File: src/rtl/pwm_update_ctrl.sv
// pwm_update_ctrl: shadow/commit sequencer in front of the 1-bit PWM.
// New period/duty land at a period boundary or behind a fixed hold.
module pwm_update_ctrl #(
    parameter int unsigned HOLD_CYCLES  = 4,
    parameter logic [31:0] DEFAULT_FREQ = 32'd75000,
    parameter logic [31:0] DEFAULT_DUTY = 32'd37500
) (
    input  logic        xclk,
    input  logic        reset,
    input  logic        wr_strobe,
    input  logic [2:0]  wr_addr,
    input  logic [15:0] wr_data,
    output logic [31:0] stored_pwm_freq,
    output logic [31:0] stored_pwm_dty_cycl,
    output logic        pwm_reset,
    output logic        busy,
    output logic        update_done,
    output logic        cfg_error,
    output logic        commit_overrun
);

    typedef enum logic [1:0] {
        IDLE     = 2'd0,
        WAIT_END = 2'd1,
        HOLD     = 2'd2
    } state_t;

    state_t      state, state_d;
    logic [31:0] shadow_freq, shadow_duty;
    logic [31:0] staged_freq, staged_duty;
    logic [31:0] act_freq_d, act_duty_d;
    logic [31:0] mirror;
    logic [7:0]  hold_cnt, hold_cnt_d;
    logic        enable, enable_d;
    logic        load_stage, done_d, err_d, ovr_d;
    logic        wr_commit, cfg_ok, period_end, hold_last;

    assign wr_commit  = wr_strobe && (wr_addr == 3'd4);
    assign cfg_ok     = (shadow_freq != 32'd0) &&
                        (shadow_duty <= shadow_freq);
    assign period_end = (mirror == stored_pwm_freq) && pwm_reset;
    assign hold_last  = (hold_cnt == 8'(HOLD_CYCLES - 1));

    // Next-state, completion and flag logic of the update sequencer.
    always_comb begin
        state_d    = state;
        hold_cnt_d = hold_cnt;
        act_freq_d = stored_pwm_freq;
        act_duty_d = stored_pwm_dty_cycl;
        enable_d   = enable;
        load_stage = 1'b0;
        done_d     = 1'b0;
        err_d      = cfg_error;
        ovr_d      = commit_overrun;
        if (wr_strobe && (wr_addr == 3'd5)) begin
            enable_d = wr_data[0];
        end
        if (wr_strobe && (wr_addr == 3'd6)) begin
            ovr_d = 1'b0;
        end
        unique case (state)
            IDLE: begin
                if (wr_commit) begin
                    if (cfg_ok) begin
                        err_d      = 1'b0;
                        load_stage = 1'b1;
                        if (wr_data[0]) begin
                            state_d = WAIT_END;
                        end else begin
                            state_d    = HOLD;
                            hold_cnt_d = 8'd0;
                            act_freq_d = shadow_freq;
                            act_duty_d = shadow_duty;
                        end
                    end else begin
                        err_d = 1'b1;
                    end
                end
            end
            WAIT_END: begin
                if (wr_commit) begin
                    ovr_d = 1'b1;
                end
                if (period_end || !enable) begin
                    act_freq_d = staged_freq;
                    act_duty_d = staged_duty;
                    done_d     = 1'b1;
                    state_d    = IDLE;
                end
            end
            HOLD: begin
                if (wr_commit) begin
                    ovr_d = 1'b1;
                end
                if (hold_last) begin
                    done_d  = 1'b1;
                    state_d = IDLE;
                end else begin
                    hold_cnt_d = hold_cnt + 8'd1;
                end
            end
            default: begin
                state_d = IDLE;
            end
        endcase
    end

    // Shadow registers take bus writes in any state.
    always_ff @(posedge xclk or posedge reset) begin
        if (reset) begin
            shadow_freq <= DEFAULT_FREQ;
            shadow_duty <= DEFAULT_DUTY;
        end else if (wr_strobe) begin
            case (wr_addr)
                3'd0: shadow_freq[15:0]  <= wr_data;
                3'd1: shadow_freq[31:16] <= wr_data;
                3'd2: shadow_duty[15:0]  <= wr_data;
                3'd3: shadow_duty[31:16] <= wr_data;
                default: ;
            endcase
        end
    end

    // Staged copy freezes the committed values against later writes.
    always_ff @(posedge xclk or posedge reset) begin
        if (reset) begin
            staged_freq <= DEFAULT_FREQ;
            staged_duty <= DEFAULT_DUTY;
        end else if (load_stage) begin
            staged_freq <= shadow_freq;
            staged_duty <= shadow_duty;
        end
    end

    // State, active values and registered status outputs.
    always_ff @(posedge xclk or posedge reset) begin
        if (reset) begin
            state               <= IDLE;
            hold_cnt            <= 8'd0;
            enable              <= 1'b0;
            stored_pwm_freq     <= DEFAULT_FREQ;
            stored_pwm_dty_cycl <= DEFAULT_DUTY;
            pwm_reset           <= 1'b0;
            busy                <= 1'b0;
            update_done         <= 1'b0;
            cfg_error           <= 1'b0;
            commit_overrun      <= 1'b0;
        end else begin
            state               <= state_d;
            hold_cnt            <= hold_cnt_d;
            enable              <= enable_d;
            stored_pwm_freq     <= act_freq_d;
            stored_pwm_dty_cycl <= act_duty_d;
            pwm_reset           <= enable_d && (state_d != HOLD);
            busy                <= (state_d != IDLE);
            update_done         <= done_d;
            cfg_error           <= err_d;
            commit_overrun      <= ovr_d;
        end
    end

    // Mirror of the PWM period counter, used to find the period end.
    always_ff @(posedge xclk or posedge reset) begin
        if (reset) begin
            mirror <= 32'd0;
        end else if (!pwm_reset) begin
            mirror <= 32'd0;
        end else if (mirror == stored_pwm_freq) begin
            mirror <= 32'd0;
        end else begin
            mirror <= mirror + 32'd1;
        end
    end

endmodule

File: config.mk
export PLATFORM = sky130hd
export DESIGN_NAME = pwm_update_ctrl
export DESIGN_NICKNAME = d
export VERILOG_FILES = /design/src/rtl/pwm_update_ctrl.sv
export SDC_FILE = /design/constraint.sdc
export NUM_CORES = 1
export LEC_CHECK = 0
export ABC_AREA = 1
export CAP_MARGIN = 20
export CORE_MARGIN = 8
export CORE_UTILIZATION = 40
export DETAILED_ROUTE_END_ITERATION = 8
export GPL_ROUTABILITY_DRIVEN = 0
export GPL_TIMING_DRIVEN = 0
export HOLD_SLACK_MARGIN = 0.08
export PLACE_DENSITY = 0.63
export RECOVER_POWER = 50
export SETUP_SLACK_MARGIN = 0.5
export SYNTH_ARGS = -nofsm -noshare
export SYNTH_HDL_FRONTEND = slang
export SYNTH_SLANG_ARGS = --single-unit
File: constraint.sdc
create_clock -name xclk -period 10.3 [get_ports xclk]
set_input_delay 1.545 -clock xclk [delete_from_list [all_inputs] [get_ports xclk]]
set_output_delay 1.545 -clock xclk [all_outputs]
set_load 0.02 [all_outputs]
Yosys cells after proc, flatten, opt, wreduce, memory -nomap -nowiden:

Index checks and enable logic that the tools add are counted.

* memory bits (read-only): 0
* memories: 0
* word-level logic and storage cells: 92
* memory bits (writable): 0
* register bits after elaboration: 240
* output and inout port bits: 69
* latch bits: 0

* mux-type cells: 34
* reductions and logical operators: 22
* magnitude comparators: 1
* divide/modulo/power cells: 0
* $add $sub $neg: 2
* equality and inequality tests: 16
* bitwise operators: 0
* shift-type cells: 0
* multipliers: 0

Operators by type and width (count)
* $mux 32: 10
* $pmux 32 s2: 2
* $add 32x1->32 const B: 1
* $eq 32x32->1: 1
* $le 32x32->1: 1
* $mux 8: 4
* $reduce_bool 32->1: 1
* $pmux 8 s2: 1
* $ne 2x2->1 const B: 6
* $mux 1: 10
* $mux 2: 5
* $reduce_and 2->1: 5
* $reduce_and 5->1: 2
* $eq 3x3->1 const B: 3
* $add 8x1->8 const B: 1
* $eq 8x2->1 const B: 1
* $eq 3x2->1 const B: 2
* $logic_and 1x1->1: 6
* $pmux 2 s3: 1
* $reduce_bool 2->1: 3
* $eq 3x1->1 const B: 1
* $logic_not 3->1: 1
* $eq 2x1->1 const B: 1
* $eq 2x2->1 const B: 1
* 5 further kinds: 5

Depth between registers and ports, before layout:

* depth after elaboration: 7
* mapped depth: 22
* depth with buffers taken out: 22

Worst setup path after synthesis:

OpenSTA, ideal clock, no wires.

* path kind: input to register
* from: in wr_addr[0]
* to: reg stored_pwm_freq[0]
* arrival time: 2709 ps
* library setup time: 121 ps
* setup slack: 7470 ps
* buffers on the path: 2
* stages: 10
* cell sequence: nor2_1 nand2_1 nor2_1 nand2_2 nor2_4 nand2_1 a21boi_1 buf_4 buf_2 o21ai_1

* word-level cells in the longest chain between the ends: 4

RTL lines
* start, declared: line 11 `input logic [2:0] wr_addr,`
* $eq 3x3->1: line 38 `assign wr_commit = wr_strobe && (wr_addr == 3'd4);`
* $logic_and 1x1->1: line 38
* $ne 2x2->1 (no line)
* $reduce_and 5->1 (no line)
* end signal, assigned: line 152 `stored_pwm_freq <= act_freq_d;`
* end, declared: line 13 `output logic [31:0] stored_pwm_freq,`

No other way between the ends.
A chain may end at the register's enable or synchronous reset.

Worst setup path after layout:

* from: in wr_addr[1]
* to: reg stored_pwm_freq[3]

The elaborated chain is that of the path after synthesis.

==> results.yml <==
route:
  vias_per_cell: 4.95
  ant_nets: 0
  drtIter0Drc: 723
  wl_per_cell_microns: 16.3
  drc: 0
  finalWirelength_microns: 32300
  vias: 9793
  dr.pass1.iters: 5
cells_and_area:
  stdcell_area_sq_um: 14100
  layout_commonest_cell: "nand2_1"
  drive_above_1_share_pct: 7.36
  areaGrowthSynthToFinish_pct: 19.6
  n_antenna_cell: 0
  finalNetCount: 1629
  final_cell_mix: "381 x nand2_1, 216 x inv_1, 192 x dfrtp_1, 148 x o21ai_0, 105 x nor2_1"
synth:
  synth_area_sq_um: 11800
  synth_warnings: 0
  synth_seq_cells: 240
  yosysUniqueCellTypes: 35
  synth_flop_cell: "dfrtp_1"
  synth_edf_count: 0
  synthArstFlopShare_pct: 100
  synthCells: 1448
  syn_nets: 1508
  syn_avg_cell_area_sq_um: 8.16
  yosysSeqAreaShare_pct: 51.3
floorplanning:
  start_util_pct: 40.2
  dieHeight_microns: 188
  die_w_microns: 188
  top_level_ports: 91
  fp.coreArea_sq_um: 29400
  rows: 63
  dieArea_sq_um: 35300
setup_path:
  end_kind: "flip-flop"
  worstSetupPathType: "in -> reg"
  crit_chain: "dlygate4sd3_1 -> nor2_1 -> nand2_1 -> nor2_1 -> nand2_2 -> nor2_1 -> nand2_1 -> a21boi_1 -> buf_4 -> buf_4 -> nand2_1 -> o21ai_1"
  start_kind: "input port"
  timing.rr.start: "shadow_freq[7]"
  reg2reg_slack_ns: 7.03
  cpPeakStageDelay_ns: 0.62
  critPathMaxFanout: 10
  arrival_ns: 4.08
  crit_path_top_delay_cell: "dlygate4sd3_1"
  r2r_cells: 16
  required_ns: 10.76
  r2r_end: "stored_pwm_freq[3]"
timing:
  clock.fmax_mhz: 276
  rsz0062_at_grt: "no"
  fin_crit_sh_pct: 35.2
  finalWorstSetupSlack_ns: 6.67
  setup_violations: 0
  hold_viol: 0
  final.setup_skew_ns: 0.0177
  worstMarginPinSlew_ns: 0.886
  max-slew-margin-rel_pct: 40.6
  final-max-slew-violation-count: 0
  layout_min_cycle_time_ns: 3.63
power:
  vdd_drop_max_mv: 0.121
  power.density_nw_per_um2: 276
  power_leakage_nw: 6.39
worst_hold_path:
  hold-path-endpoint: "stored_pwm_dty_cycl[3]"
  holdPathStages: 2
  hold_path.class: "reg -> reg"
  hold_path.startpoint: "stored_pwm_dty_cycl[3]"
clock_tree:
  clockBufferDepth: 3
  h-tree-depth: 1
  cts.repair.resized: 0
  holdBufCountCts: 0
  cts_tree: "yes"
  cts_inserted_buffers: 27
  root_buffer: "clkbuf_16"
  clkSinkCount: 240
  worstSkewPairLatency_ns: 0.53
  clk_pin_slew_worst_paths_ns: 0.06
  cts_setup_buffers: 0
global_routing:
  grt_max_degree: 126
  grt_first_pass_wirelength_microns: 52000
  grt_antenna_before_repair: 2
  first_global_vias: 9850
  grt_usage_pct: 18.1
  gr-total-overflow: 0
placed_design:
  io_buffers: 90
  dpl_cell_area_sq_um: 13300
  dp_slack_ns: 6.48
  hpwlAfterDp_microns: 24100
run_status:
  status: "completed"
run:
  max_cap_violations: 0
[routing by layer]
layer | vias to the layer above | global-route usage, % | share of wire [%]
met5 | - | 0 | 0
met4 | 0 | 4.79 | 2.2
met3 | 49 | 3.45 | 6.2
met2 | 256 | 30.6 | 48
met1 | 4653 | 23.6 | 44
li1 | 4835 | - | -
[per-stage QoR]
stage / utilization, % / hold WS [ns] / power [W] / setup TNS, ns / std cells
final: 48.1 / 0.468 / 0.00390 / 0 / 1980
after global routing: 48.1 / 0.482 / 0.00417 / 0 / 1980
after CTS: 48.2 / 0.474 / 0.00394 / 0 / 1980
after detailed placement: 45.1 / 0.464 / 0.00295 / 0 / 1930
after global placement: 44.9 / 0.461 / 0.00292 / -210.68 / 1928
after floorplan: - / 0.453 / 0.00237 / 0 / 1448
[synth_stat cells, types with 8 or more instances]
| cell | n | area, sq um |
|---|---|---|
| o21ai_0 | 148 | 741 |
| xnor2_1 | 16 | 140 |
| nor3_1 | 15 | 75.1 |
| inv_1 | 217 | 815 |
| buf_2 | 16 | 80.1 |
| nor4_1 | 9 | 56.3 |
| o21ai_1 | 54 | 270 |
| clkbuf_1 | 35 | 131 |
| dfrtp_1 | 192 | 4800 |
| buf_4 | 8 | 60.1 |
| ha_1 | 38 | 475 |
| nand4_1 | 22 | 138 |
| nand2_1 | 381 | 1430 |
| nor2_1 | 101 | 379 |
| nand3_1 | 17 | 85.1 |
| xor2_1 | 11 | 96.3 |
| dfstp_2 | 48 | 1260 |
| a21oi_1 | 58 | 290 |
| o21a_1 | 35 | 263 |
[worst max-delay path, delay by kind of cell]
kind | cells | cell delay (ns)
compound gates | 2 | 0.29
buf+inv | 3 | 1.11
simple gates | 7 | 1.11
[layout make-up]
cell class,instances,area [sq um]
clock buffer,46,827
sequential,240,6070
clock inverter,4,73.8
buffer,59,272
inverter,217,816
tap,390,488
timing repair buffer,92,956
fill,2843,15300
multi-input combinational,932,4630
[power breakdown]
| part | internal, W | switching, W |
|---|---|---|
| Clock | 0.000592 | 0.000381 |
| Combinational | 0.000576 | 0.000815 |
| Sequential | 0.00131 | 0.000224 |
[sequential cells by signal (all words and copies together), names as in the netlist, 2 cells and up]
signal,cells
mirror,32
shadow_duty,32
shadow_freq,32
staged_duty,32
staged_freq,32
stored_pwm_dty_cycl,32
stored_pwm_freq,32
hold_cnt,8
state,2
[worst max-delay path by stage]
stage                          start                      end  slack, ns
after detailed placement  wr_addr[1]  stored_pwm_dty_cycl[14]       6.48
after global placement         reset   stored_pwm_dty_cycl[7]      -1.13
after global routing      wr_addr[1]  stored_pwm_dty_cycl[14]       6.49
final                     wr_addr[1]       stored_pwm_freq[3]       6.67
after CTS                 wr_addr[1]  stored_pwm_dty_cycl[14]       7.00
after floorplan                reset                     busy       2.25
[logic make-up after synthesis]
group / after synthesis / synth area share (%)
and+or+nand+nor: 560 / 19.4
DFF: 240 / 51.3
xor gates and xnor gates: 27 / 2.00
AOI/OAI and AO/OA: 307 / 14.0
adders and majority gates: 38 / 4.02
buffers and inverters: 276 / 9.19
Note: power is estimated with default switching activity, not from simulation.
